**src/rtl/sdc_regs_pkg.sv**
```systemverilog
// Shared definitions for the SD controller register bank: register byte
// addresses (also used by the bus master), reset values, bus FSM states
// and the byte-lane merge helper.
package sdc_regs_pkg;

    localparam logic [7:0] SDC_ADDR_ARGUMENT          = 8'h00;
    localparam logic [7:0] SDC_ADDR_COMMAND           = 8'h04;
    localparam logic [7:0] SDC_ADDR_RESPONSE_0        = 8'h08;
    localparam logic [7:0] SDC_ADDR_RESPONSE_1        = 8'h0C;
    localparam logic [7:0] SDC_ADDR_RESPONSE_2        = 8'h10;
    localparam logic [7:0] SDC_ADDR_RESPONSE_3        = 8'h14;
    localparam logic [7:0] SDC_ADDR_DATA_TIMEOUT      = 8'h18;
    localparam logic [7:0] SDC_ADDR_CONTROL           = 8'h1C;
    localparam logic [7:0] SDC_ADDR_CMD_TIMEOUT       = 8'h20;
    localparam logic [7:0] SDC_ADDR_CLK_DIV           = 8'h24;
    localparam logic [7:0] SDC_ADDR_CAPABILITIES      = 8'h30;
    localparam logic [7:0] SDC_ADDR_CMD_EVENT_STATUS  = 8'h34;
    localparam logic [7:0] SDC_ADDR_CMD_EVENT_ENABLE  = 8'h38;
    localparam logic [7:0] SDC_ADDR_DATA_EVENT_STATUS = 8'h3C;
    localparam logic [7:0] SDC_ADDR_DATA_EVENT_ENABLE = 8'h40;
    localparam logic [7:0] SDC_ADDR_BLOCK_SIZE        = 8'h44;
    localparam logic [7:0] SDC_ADDR_BLOCK_COUNT       = 8'h48;
    localparam logic [7:0] SDC_ADDR_DMA_ADDR          = 8'h60;

    // Power-on value of BLOCK_SIZE (512-byte blocks, stored as size-1)
    localparam logic [11:0] SDC_BLKSIZE_RST = 12'h1FF;

    typedef enum logic [1:0] {
        SDC_WB_IDLE = 2'd0,
        SDC_WB_WAIT = 2'd1,
        SDC_WB_RESP = 2'd2
    } sdc_wb_state_e;

    // Replace the byte lanes of oldVal selected by sel with those of newVal
    function automatic logic [31:0] sdc_apply_sel(input logic [31:0] oldVal,
                                                  input logic [31:0] newVal,
                                                  input logic [3:0]  sel);
        logic [31:0] result;
        result = oldVal;
        for (int i = 0; i < 4; i++) begin
            if (sel[i]) begin
                result[8*i +: 8] = newVal[8*i +: 8];
            end
        end
        return result;
    endfunction

endpackage

```
**src/rtl/sdc_wb_regfile_if.sv**
```systemverilog
// Wishbone classic bus bundle between the config/verify master and the
// SD controller register bank. Signal suffixes are from the slave's view.
interface sdc_wb_regfile_if;
    logic [7:0]  wb_adr_i;
    logic [31:0] wb_dat_i;
    logic [31:0] wb_dat_o;
    logic [3:0]  wb_sel_i;
    logic        wb_we_i;
    logic        wb_cyc_i;
    logic        wb_stb_i;
    logic        wb_ack_o;
    logic        wb_err_o;

    modport master (
        output wb_adr_i, wb_dat_i, wb_sel_i, wb_we_i, wb_cyc_i, wb_stb_i,
        input  wb_dat_o, wb_ack_o, wb_err_o
    );

    modport slave (
        input  wb_adr_i, wb_dat_i, wb_sel_i, wb_we_i, wb_cyc_i, wb_stb_i,
        output wb_dat_o, wb_ack_o, wb_err_o
    );
endinterface

```
**src/rtl/sdc_wb_ack_timer.sv**
```systemverilog
// Wait-state down-counter for the register bank's bus FSM. Load sets the
// count, abort returns it to zero, done reports an expired count.
module sdc_wb_ack_timer (
    input  logic       wb_clk,
    input  logic       reset,
    input  logic       load_i,
    input  logic       abort_i,
    input  logic [3:0] loadVal_i,
    output logic       done_o
);

    logic [3:0] count_q;

    // Count down once per cycle after a load; an abort parks the counter
    always_ff @(posedge wb_clk or posedge reset) begin
        if (reset) begin
            count_q <= 4'd0;
        end else if (load_i) begin
            count_q <= loadVal_i;
        end else if (abort_i) begin
            count_q <= 4'd0;
        end else if (count_q != 4'd0) begin
            count_q <= count_q - 4'd1;
        end
    end

    assign done_o = (count_q == 4'd0);

endmodule

```
**src/rtl/sdc_wb_regfile.sv**
```systemverilog
// SD controller register bank, Wishbone classic slave with programmable
// wait states. Optional macro SDC_WB_ERR_EN: unmapped accesses and writes
// to read-only registers terminate with wb_err_o instead of wb_ack_o.
module sdc_wb_regfile
    import sdc_regs_pkg::*;
#(
    parameter int          ACK_WAIT     = 0,
    parameter logic [31:0] CAPABILITIES = 32'h0,
    parameter logic [11:0] BLKSIZE_RST  = SDC_BLKSIZE_RST
) (
    input  logic            wb_clk,
    input  logic            reset,
    sdc_wb_regfile_if.slave wb,
    output logic [31:0]     argument_o,
    output logic [13:0]     command_o,
    output logic [23:0]     data_timeout_o,
    output logic [1:0]      control_o,
    output logic [23:0]     cmd_timeout_o,
    output logic [7:0]      clk_div_o,
    output logic [11:0]     block_size_o,
    output logic [15:0]     block_count_o,
    output logic [31:0]     dma_addr_o,
    output logic            cmd_start_o,
    input  logic [127:0]    response_i,
    input  logic            response_we_i,
    input  logic [4:0]      cmd_evt_set_i,
    input  logic [2:0]      data_evt_set_i,
    output logic            int_cmd_o,
    output logic            int_data_o
);

    localparam logic [3:0] WAIT_LOAD = (ACK_WAIT > 0) ? 4'(ACK_WAIT - 1) : 4'd0;

    sdc_wb_state_e state_q;
    logic          ack_q, err_q;
    logic          req, accessBad, writeEn;
    logic          timerLoad, timerAbort, timerDone;
    logic [7:0]    addrWord;
    logic [31:0]   readVal, mergedVal;
    logic          unused_adrBits;

    logic [31:0]  argument_q, argument_d;
    logic [13:0]  command_q, command_d;
    logic [127:0] response_q, response_d;
    logic [23:0]  dataTimeout_q, dataTimeout_d;
    logic [1:0]   control_q, control_d;
    logic [23:0]  cmdTimeout_q, cmdTimeout_d;
    logic [7:0]   clkDiv_q, clkDiv_d;
    logic [4:0]   cmdStatus_q, cmdStatus_d, cmdEnable_q, cmdEnable_d, cmdClear;
    logic [2:0]   dataStatus_q, dataStatus_d, dataEnable_q, dataEnable_d, dataClear;
    logic [11:0]  blockSize_q, blockSize_d;
    logic [15:0]  blockCount_q, blockCount_d;
    logic [31:0]  dmaAddr_q, dmaAddr_d;
    logic         cmdStart_q, cmdStart_d;

    assign req            = wb.wb_cyc_i & wb.wb_stb_i;
    assign addrWord       = {wb.wb_adr_i[7:2], 2'b00};
    assign unused_adrBits = ^wb.wb_adr_i[1:0];

    assign timerLoad  = (state_q == SDC_WB_IDLE) && req && (ACK_WAIT > 0);
    assign timerAbort = (state_q == SDC_WB_WAIT) && !req;

    sdc_wb_ack_timer u_ack_timer (
        .wb_clk    (wb_clk),
        .reset     (reset),
        .load_i    (timerLoad),
        .abort_i   (timerAbort),
        .loadVal_i (WAIT_LOAD),
        .done_o    (timerDone)
    );

`ifdef SDC_WB_ERR_EN
    // Flag accesses that must end in an error: unmapped, or writes to read-only
    always_comb begin
        accessBad = 1'b0;
        case (addrWord)
            SDC_ADDR_ARGUMENT, SDC_ADDR_COMMAND, SDC_ADDR_DATA_TIMEOUT,
            SDC_ADDR_CONTROL, SDC_ADDR_CMD_TIMEOUT, SDC_ADDR_CLK_DIV,
            SDC_ADDR_CMD_EVENT_STATUS, SDC_ADDR_CMD_EVENT_ENABLE,
            SDC_ADDR_DATA_EVENT_STATUS, SDC_ADDR_DATA_EVENT_ENABLE,
            SDC_ADDR_BLOCK_SIZE, SDC_ADDR_BLOCK_COUNT, SDC_ADDR_DMA_ADDR:
                accessBad = 1'b0;
            SDC_ADDR_RESPONSE_0, SDC_ADDR_RESPONSE_1, SDC_ADDR_RESPONSE_2,
            SDC_ADDR_RESPONSE_3, SDC_ADDR_CAPABILITIES:
                accessBad = wb.wb_we_i;
            default:
                accessBad = 1'b1;
        endcase
    end
`else
    assign accessBad = 1'b0;
`endif

    // Bus handshake: accept strobe, optionally wait, then one ack/err cycle
    always_ff @(posedge wb_clk or posedge reset) begin
        if (reset) begin
            state_q <= SDC_WB_IDLE;
            ack_q   <= 1'b0;
            err_q   <= 1'b0;
        end else begin
            ack_q <= 1'b0;
            err_q <= 1'b0;
            case (state_q)
                SDC_WB_IDLE: begin
                    if (req) begin
                        if (ACK_WAIT == 0) begin
                            state_q <= SDC_WB_RESP;
                            ack_q   <= !accessBad;
                            err_q   <= accessBad;
                        end else begin
                            state_q <= SDC_WB_WAIT;
                        end
                    end
                end
                SDC_WB_WAIT: begin
                    if (!req) begin
                        state_q <= SDC_WB_IDLE;
                    end else if (timerDone) begin
                        state_q <= SDC_WB_RESP;
                        ack_q   <= !accessBad;
                        err_q   <= accessBad;
                    end
                end
                default: state_q <= SDC_WB_IDLE;
            endcase
        end
    end

    // Read mux: selected register zero-extended, unmapped words read as 0
    always_comb begin
        readVal = '0;
        case (addrWord)
            SDC_ADDR_ARGUMENT:          readVal = argument_q;
            SDC_ADDR_COMMAND:           readVal = 32'(command_q);
            SDC_ADDR_RESPONSE_0:        readVal = response_q[31:0];
            SDC_ADDR_RESPONSE_1:        readVal = response_q[63:32];
            SDC_ADDR_RESPONSE_2:        readVal = response_q[95:64];
            SDC_ADDR_RESPONSE_3:        readVal = response_q[127:96];
            SDC_ADDR_DATA_TIMEOUT:      readVal = 32'(dataTimeout_q);
            SDC_ADDR_CONTROL:           readVal = 32'(control_q);
            SDC_ADDR_CMD_TIMEOUT:       readVal = 32'(cmdTimeout_q);
            SDC_ADDR_CLK_DIV:           readVal = 32'(clkDiv_q);
            SDC_ADDR_CAPABILITIES:      readVal = CAPABILITIES;
            SDC_ADDR_CMD_EVENT_STATUS:  readVal = 32'(cmdStatus_q);
            SDC_ADDR_CMD_EVENT_ENABLE:  readVal = 32'(cmdEnable_q);
            SDC_ADDR_DATA_EVENT_STATUS: readVal = 32'(dataStatus_q);
            SDC_ADDR_DATA_EVENT_ENABLE: readVal = 32'(dataEnable_q);
            SDC_ADDR_BLOCK_SIZE:        readVal = 32'(blockSize_q);
            SDC_ADDR_BLOCK_COUNT:       readVal = 32'(blockCount_q);
            SDC_ADDR_DMA_ADDR:          readVal = dmaAddr_q;
            default:                    readVal = '0;
        endcase
    end

    assign writeEn   = ack_q & wb.wb_we_i & req;
    assign mergedVal = sdc_apply_sel(readVal, wb.wb_dat_i, wb.wb_sel_i);

    // Next register values: byte-lane writes, clear-on-zero status, event sets
    always_comb begin
        argument_d    = argument_q;
        command_d     = command_q;
        dataTimeout_d = dataTimeout_q;
        control_d     = control_q;
        cmdTimeout_d  = cmdTimeout_q;
        clkDiv_d      = clkDiv_q;
        cmdEnable_d   = cmdEnable_q;
        dataEnable_d  = dataEnable_q;
        blockSize_d   = blockSize_q;
        blockCount_d  = blockCount_q;
        dmaAddr_d     = dmaAddr_q;
        cmdClear      = '0;
        dataClear     = '0;
        if (writeEn) begin
            case (addrWord)
                SDC_ADDR_ARGUMENT:          argument_d    = mergedVal;
                SDC_ADDR_COMMAND:           command_d     = mergedVal[13:0];
                SDC_ADDR_DATA_TIMEOUT:      dataTimeout_d = mergedVal[23:0];
                SDC_ADDR_CONTROL:           control_d     = mergedVal[1:0];
                SDC_ADDR_CMD_TIMEOUT:       cmdTimeout_d  = mergedVal[23:0];
                SDC_ADDR_CLK_DIV:           clkDiv_d      = mergedVal[7:0];
                SDC_ADDR_CMD_EVENT_STATUS:  cmdClear      = {5{wb.wb_sel_i[0]}} & ~wb.wb_dat_i[4:0];
                SDC_ADDR_CMD_EVENT_ENABLE:  cmdEnable_d   = mergedVal[4:0];
                SDC_ADDR_DATA_EVENT_STATUS: dataClear     = {3{wb.wb_sel_i[0]}} & ~wb.wb_dat_i[2:0];
                SDC_ADDR_DATA_EVENT_ENABLE: dataEnable_d  = mergedVal[2:0];
                SDC_ADDR_BLOCK_SIZE:        blockSize_d   = mergedVal[11:0];
                SDC_ADDR_BLOCK_COUNT:       blockCount_d  = mergedVal[15:0];
                SDC_ADDR_DMA_ADDR:          dmaAddr_d     = mergedVal;
                default: ;
            endcase
        end
        cmdStatus_d  = (cmdStatus_q & ~cmdClear) | cmd_evt_set_i;
        dataStatus_d = (dataStatus_q & ~dataClear) | data_evt_set_i;
        response_d   = response_we_i ? response_i : response_q;
        cmdStart_d   = writeEn && (addrWord == SDC_ADDR_ARGUMENT);
    end

    // Register bank storage
    always_ff @(posedge wb_clk or posedge reset) begin
        if (reset) begin
            argument_q    <= '0;
            command_q     <= '0;
            response_q    <= '0;
            dataTimeout_q <= '0;
            control_q     <= '0;
            cmdTimeout_q  <= '0;
            clkDiv_q      <= '0;
            cmdStatus_q   <= '0;
            cmdEnable_q   <= '0;
            dataStatus_q  <= '0;
            dataEnable_q  <= '0;
            blockSize_q   <= BLKSIZE_RST;
            blockCount_q  <= '0;
            dmaAddr_q     <= '0;
            cmdStart_q    <= 1'b0;
        end else begin
            argument_q    <= argument_d;
            command_q     <= command_d;
            response_q    <= response_d;
            dataTimeout_q <= dataTimeout_d;
            control_q     <= control_d;
            cmdTimeout_q  <= cmdTimeout_d;
            clkDiv_q      <= clkDiv_d;
            cmdStatus_q   <= cmdStatus_d;
            cmdEnable_q   <= cmdEnable_d;
            dataStatus_q  <= dataStatus_d;
            dataEnable_q  <= dataEnable_d;
            blockSize_q   <= blockSize_d;
            blockCount_q  <= blockCount_d;
            dmaAddr_q     <= dmaAddr_d;
            cmdStart_q    <= cmdStart_d;
        end
    end

    assign wb.wb_ack_o = ack_q;
    assign wb.wb_err_o = err_q;
    assign wb.wb_dat_o = ack_q ? readVal : 32'h0;

    assign argument_o     = argument_q;
    assign command_o      = command_q;
    assign data_timeout_o = dataTimeout_q;
    assign control_o      = control_q;
    assign cmd_timeout_o  = cmdTimeout_q;
    assign clk_div_o      = clkDiv_q;
    assign block_size_o   = blockSize_q;
    assign block_count_o  = blockCount_q;
    assign dma_addr_o     = dmaAddr_q;
    assign cmd_start_o    = cmdStart_q;
    assign int_cmd_o      = |(cmdStatus_q & cmdEnable_q);
    assign int_data_o     = |(dataStatus_q & dataEnable_q);

endmodule

```
**src/flat_wrapper.sv**
```systemverilog
// flat-port wrapper written by rule: the top's interface ports become plain ports
module sdc_wb_regfile_flat import sdc_regs_pkg::*;
#(
    parameter int          ACK_WAIT     = 0,
    parameter logic [31:0] CAPABILITIES = 32'h0,
    parameter logic [11:0] BLKSIZE_RST  = SDC_BLKSIZE_RST
)
  (wb_clk, reset, argument_o, command_o, data_timeout_o, control_o, cmd_timeout_o, clk_div_o, block_size_o, block_count_o, dma_addr_o, cmd_start_o, response_i, response_we_i, cmd_evt_set_i, data_evt_set_i, int_cmd_o, int_data_o, wb_wb_adr_i, wb_wb_dat_i, wb_wb_sel_i, wb_wb_we_i, wb_wb_cyc_i, wb_wb_stb_i, wb_wb_dat_o, wb_wb_ack_o, wb_wb_err_o);
  sdc_wb_regfile_if wb_i ();
  input  logic wb_clk;
  input  logic reset;
  output logic [31:0] argument_o;
  output logic [13:0] command_o;
  output logic [23:0] data_timeout_o;
  output logic [1:0] control_o;
  output logic [23:0] cmd_timeout_o;
  output logic [7:0] clk_div_o;
  output logic [11:0] block_size_o;
  output logic [15:0] block_count_o;
  output logic [31:0] dma_addr_o;
  output logic cmd_start_o;
  input  logic [127:0] response_i;
  input  logic response_we_i;
  input  logic [4:0] cmd_evt_set_i;
  input  logic [2:0] data_evt_set_i;
  output logic int_cmd_o;
  output logic int_data_o;
  input wire logic [$bits(wb_i.wb_adr_i)-1:0] wb_wb_adr_i;
  input wire logic [$bits(wb_i.wb_dat_i)-1:0] wb_wb_dat_i;
  input wire logic [$bits(wb_i.wb_sel_i)-1:0] wb_wb_sel_i;
  input wire logic [$bits(wb_i.wb_we_i)-1:0] wb_wb_we_i;
  input wire logic [$bits(wb_i.wb_cyc_i)-1:0] wb_wb_cyc_i;
  input wire logic [$bits(wb_i.wb_stb_i)-1:0] wb_wb_stb_i;
  output wire logic [$bits(wb_i.wb_dat_o)-1:0] wb_wb_dat_o;
  output wire logic [$bits(wb_i.wb_ack_o)-1:0] wb_wb_ack_o;
  output wire logic [$bits(wb_i.wb_err_o)-1:0] wb_wb_err_o;
  assign wb_i.wb_adr_i = wb_wb_adr_i;
  assign wb_i.wb_dat_i = wb_wb_dat_i;
  assign wb_i.wb_sel_i = wb_wb_sel_i;
  assign wb_i.wb_we_i = wb_wb_we_i;
  assign wb_i.wb_cyc_i = wb_wb_cyc_i;
  assign wb_i.wb_stb_i = wb_wb_stb_i;
  assign wb_wb_dat_o = wb_i.wb_dat_o;
  assign wb_wb_ack_o = wb_i.wb_ack_o;
  assign wb_wb_err_o = wb_i.wb_err_o;
  sdc_wb_regfile #(.ACK_WAIT(ACK_WAIT), .CAPABILITIES(CAPABILITIES), .BLKSIZE_RST(BLKSIZE_RST)) u_core (.wb_clk(wb_clk), .reset(reset), .wb(wb_i), .argument_o(argument_o), .command_o(command_o), .data_timeout_o(data_timeout_o), .control_o(control_o), .cmd_timeout_o(cmd_timeout_o), .clk_div_o(clk_div_o), .block_size_o(block_size_o), .block_count_o(block_count_o), .dma_addr_o(dma_addr_o), .cmd_start_o(cmd_start_o), .response_i(response_i), .response_we_i(response_we_i), .cmd_evt_set_i(cmd_evt_set_i), .data_evt_set_i(data_evt_set_i), .int_cmd_o(int_cmd_o), .int_data_o(int_data_o));
endmodule
```
**config.mk**
```make
export PLATFORM = sky130hd
export DESIGN_NAME = sdc_wb_regfile_flat
export DESIGN_NICKNAME = d
export VERILOG_FILES = /design/src/rtl/sdc_regs_pkg.sv /design/src/rtl/sdc_wb_regfile_if.sv /design/src/rtl/sdc_wb_ack_timer.sv /design/src/rtl/sdc_wb_regfile.sv /design/src/flat_wrapper.sv
export SDC_FILE = /design/constraint.sdc
export NUM_CORES = 1
export LEC_CHECK = 0
export CAP_MARGIN = 20
export CORE_UTILIZATION = 50
export CTS_BUF_LIST = sky130_fd_sc_hd__clkbuf_4 sky130_fd_sc_hd__clkbuf_8
export CTS_CLUSTER_DIAMETER = 80
export DETAILED_ROUTE_END_ITERATION = 8
export GPL_ROUTABILITY_DRIVEN = 0
export PLACE_DENSITY = 0.86
export SYNTH_ARGS = -nofsm -noshare
export SYNTH_HDL_FRONTEND = slang
export SYNTH_HIERARCHICAL = 1
export SYNTH_SLANG_ARGS = --single-unit
```
**constraint.sdc**
```tcl
create_clock -name wb_clk -period 11.7 [get_ports wb_clk]
set_clock_uncertainty 0.05 [all_clocks]
set_input_delay 2.34 -clock wb_clk [delete_from_list [all_inputs] [get_ports wb_clk]]
set_output_delay 2.34 -clock wb_clk [all_outputs]
set_load 0.03 [all_outputs]
```
# Word level (Yosys, flattened, before mapping)
# Index checks and enable logic that the tools add are counted.
# W data, S select, Z words.
# word_totals
ff_bits	316
wordCells	95
# classes
addsub	1
eq_ne	19
n_mux	20
bitwise	15
reduce_logical	22
# ops
operator	count
$pmux W32 S17	1
$mux W32	1
$mux W8	4
$eq A6 B4 Y1 const B	5
$eq A6 B3 Y1 const B	4
$eq A6 B5 Y1 const B	4
$reduce_and A2 Y1	12
$and A5 B5 Y5	3
$eq A6 B2 Y1 const B	2
$mux W5	2
$not A5 Y5	2
$and A3 B3 Y3	3
$logic_not A8 Y1	1
$mux W4	2
$eq A6 B1 Y1 const B	1
$mux W2	3
$mux W3	2
$not A3 Y3	2
$or A5 B5 Y5	1
$reduce_or A5 Y1	1
$logic_not A4 Y1	1
$pmux W2 S2	1
$reduce_bool A4 Y1	1
$sub A4 B1 Y4 const B	1
other kinds (12)	17

# Logic depth before layout (Yosys ltp)
# logic_depth
ltp_word	7
mapped_depth	10
depth_no_buf	6

# Least setup slack after synthesis
# No wires, ideal clock.
# synth_path
kind	in2out
start	input port wb_wb_adr_i[6]
end	output port wb_wb_dat_o[1]
t_arrival_ns	4.356
path_slack_ns	4.954
stages	9
path_cell_list	buf_2 or4b_1 buf_4 nor3_4 buf_4 nand2_1 and4_1 clkbuf_1 a21oi_1
# synth_between
elab_chain_cells	3
# synth_rtl
item	line	text
from (decl)	flat_wrapper.sv:28	input wire logic [$bits(wb_i.wb_adr_i)-1:0] wb_wb_adr_i;
$eq A6 B5 Y1, or another cell as far along	sdc_wb_regfile.sv:132	case (addrWord)
$pmux W32 S17 (*)	sdc_wb_regfile.sv:132	
$mux W32 (*)	sdc_wb_regfile.sv:236	assign wb.wb_dat_o = ack_q ? readVal : 32'h0;
to (decl)	flat_wrapper.sv:34	output wire logic [$bits(wb_i.wb_dat_o)-1:0] wb_wb_dat_o;
# Mark *: on every way between the ends. The rest lies on a longest branch, timed or not.

# Final worst setup path
# layout_path
start	input port wb_wb_adr_i[5]
end	output port wb_wb_dat_o[15]
# Same word-level chain as after synthesis.

==> impl_metrics.ini <==
[outcome]
outcome = finished clean

[power_and_ir_drop]
totalPowerFinal_uw = 2460
leakage_uw = 0.00849
irDropWorstVdd_v = 0.0000754
power-per-cell-area_nw_per_um2 = 122

[worst_hold_path]
hold_path_class = flip-flop to flip-flop

[synthesis]
netlist_instances = 1364
synthesis.nets = 1550
fraction_of_synthesis_flops_using_an_asynchronous_set_or_reset_pin_pct = 100
number_of_enable_flip_flop_cells_after_synthesis = 0
syn_avg_cell_area_sq_um = 10.9
sequential_cell_area_fraction_in_the_yosys_report_pct = 52.3
synth_warnings = 6
synth_largest_type_area_fraction_pct = 50.8
synth.ff_latch_count = 311
commonest_cells_in_the_synthesized_netlist = dfrtp_1, nand2_1, mux2_2, o21ai_0, nand3_1
top_cells_by_area_in_the_synthesized_netlist = dfrtp_1, mux2_2, nand2_1, o21ai_0, o31ai_1
netlist_area_sq_um = 14900
synth_top_area_cell = dfrtp_1
ys.flop_type = dfrtp_1
netlist-cell-type-count = 73
yosysMostFrequentCell = dfrtp_1

[final_layout]
drive_gt1_share_pct = 18.2
insertedDiodeCount = 0
total_number_of_nets_in_the_final_design = 1906
postLayoutCellArea_sq_um = 20100
syn_to_final_growth_pct = 35.2
fill_cells = 2090

[sta]
period_share_pct = 79.0
setup_violations = 0
finalCriticalPeriod_ns = 9.24
final.hold.worst_slack_ns = 0.381
finalHoldViolations = 0
max_clock_freq_mhz = 108
post-route-worst-setup-slack_ns = 2.46
measured_slew_at_the_worst_slew_check_pin_ns = 1.20
rsz0062_at_grt = false
timing_max_transition_violations_final = 0
worst_slew_margin_rel_pct = 20.0
timing.setup.tns_ns = 0

[worst_setup_path]
timing.critical_path.required_ns = 9.31
setup.worst_path.end_class = output port
crit_type = input pin to output port
critPathLaunchType = input pin
cp_data_arrival_time_ns = 6.85
crit_path_max_fanout = 19

[flow_run]
maxCapViolations = 0

[global_routing]
grt.total_usage_pct = 35.4
antenna_found_initial = 0
grt_max_degree = 118
grt_first_pass_wirelength_mm = 81.5
first_global_vias = 13855
grt-ovfl-total = 0

[clock_tree]
cts_setup_buffers = 0
cts_tree = yes
h-tree-depth = 2
clock_pin_slew_of_the_registers_on_the_worst_case_setup_and_hold_paths_ns = 0.06
clockBufferDepth = 3
cts.root.buffer_cell = clkbuf_8
numClockSinks = 311
cts-buffers-inserted = 50
clkLatencyLatePin_ns = 0.59
cts_hold_repair.buffers = 0
cts_resized = 0

[placed_design]
total_placed_instance_area_sq_um = 18900
dp_hpwl_mm = 35.7
port-buffer-count = 383
placement.setup.worst_slack_ns = 2.70

[floorplan]
die-area_sq_um = 30500
initial_util_pct = 51.3
top_level_ports = 387
die-height_um = 175
rows = 62
core_region_area_sq_um = 29000
die_w_um = 175

[route]
first_pass_iters = 6
detail_route.wirelength_mm = 54.1
viasPerCell = 6.37
drt_iter0_markers = 1514
wl_per_cell_um = 25.2
routed-via-count = 13664
remaining_drc_errors = 0
antenna_left = 0
[where the power goes]
part	total, uW	switching [uW]	internal (uW)
Sequential	1160	32.7	1130
Clock	1010	435	577
Combinational	285	148	138
Total	2460	615	1840
[area by class of cell]
type | count | area, sq um | share of cell area, %
clock inverter | 9 | 72.6 | 0.361
timing repair buffer | 414 | 4100 | 20.4
multi-input combinational | 933 | 6600 | 32.8
tap | 384 | 480 | 2.39
sequential | 311 | 7790 | 38.7
inverter | 10 | 45.0 | 0.224
clock buffer | 84 | 1030 | 5.12
[sequential cells by signal, indices dropped and copies added (netlist names)]
signal	count
u_core/control_o	2
u_core/dataStatus_q	3
u_core/cmdStatus_q	5
u_core/cmdEnable_q	5
u_core/response_q	128
u_core/dataEnable_q	3
u_core/cmd_start_o	1
u_core/block_size_o	12
u_core/argument_o	32
u_core/block_count_o	16
u_core/state_q	1
u_core/cmd_timeout_o	24
u_core/command_o	14
u_core/clk_div_o	8
u_core/data_timeout_o	24
u_core/wb.wb_ack_o	1
u_core/dma_addr_o	32
[metal layers]
layer  track usage, %  share of wire (%)  up-vias
met3             8.09                 12      220
met4             17.5                5.2        0
met5                0                  0        -
met1             45.5                 37     6666
li1                 -                  -     5739
met2             56.4                 46     1039
[kinds of logic (layout without fill, tap and decap cells)]
kind of cell,Yosys count,in the layout,share of synthesized area [%]
compound gates,307,307,15.5
buf+inv,120,517,3.78
flops,311,311,52.3
mux,168,168,12.6
other cells,1,1,0.0252
simple gates,457,457,15.7
[metrics by stage]
step                      util [%]  instances
after global placement        65.3       2047
after CTS                     69.1       2140
final                         69.4       2145
after global routing          69.4       2145
after detailed placement      65.3       2047
after floorplan                  -       1364
[placed cells by master, fill, tap and decap left out, types with 27 or more instances in the layout]
cell type / count
clkdlybuf4s50_1: 380
and3_1: 42
nand3_1: 65
a221o_1: 36
mux2_2: 140
nor2_1: 58
buf_4: 27
nand2_1: 170
clkbuf_8: 64
o31ai_1: 51
dfrtp_1: 302
o21ai_0: 104
[final timing paths]
check                                              startpoint                                     to  slack (ns)  cells past startpoint
worst max register to register   u_core/wb.wb_ack_o$_DFF_PP0_       u_core/dma_addr_o[0]$_DFFE_PP0P_        9.18                      6
worst min-delay path            u_core/state_q[1]$_DFFE_PP0P_          u_core/state_q[1]$_DFFE_PP0P_        0.38                      1
min in group asynchronous                               reset  u_core/data_timeout_o[18]$_DFFE_PP0P_        2.24                      2
max in group asynchronous                               reset      u_core/response_q[33]$_DFFE_PP0P_        7.04                      4
worst max-delay path                           wb_wb_adr_i[5]                        wb_wb_dat_o[15]        2.46                      9
worst min register to register  u_core/state_q[1]$_DFFE_PP0P_          u_core/state_q[1]$_DFFE_PP0P_        0.38                      1
[worst max-delay path: stages]
cell	delay [ns]
clkdlybuf4s50_1	1.11
nor3b_2	0.60
buf_4	0.39
and2_1	0.68
buf_4	0.39
a221o_1	0.24
nor3_1	0.07
nor2_1	0.26
clkdlybuf4s50_1	0.74
(Power assumes the default switching activity.)
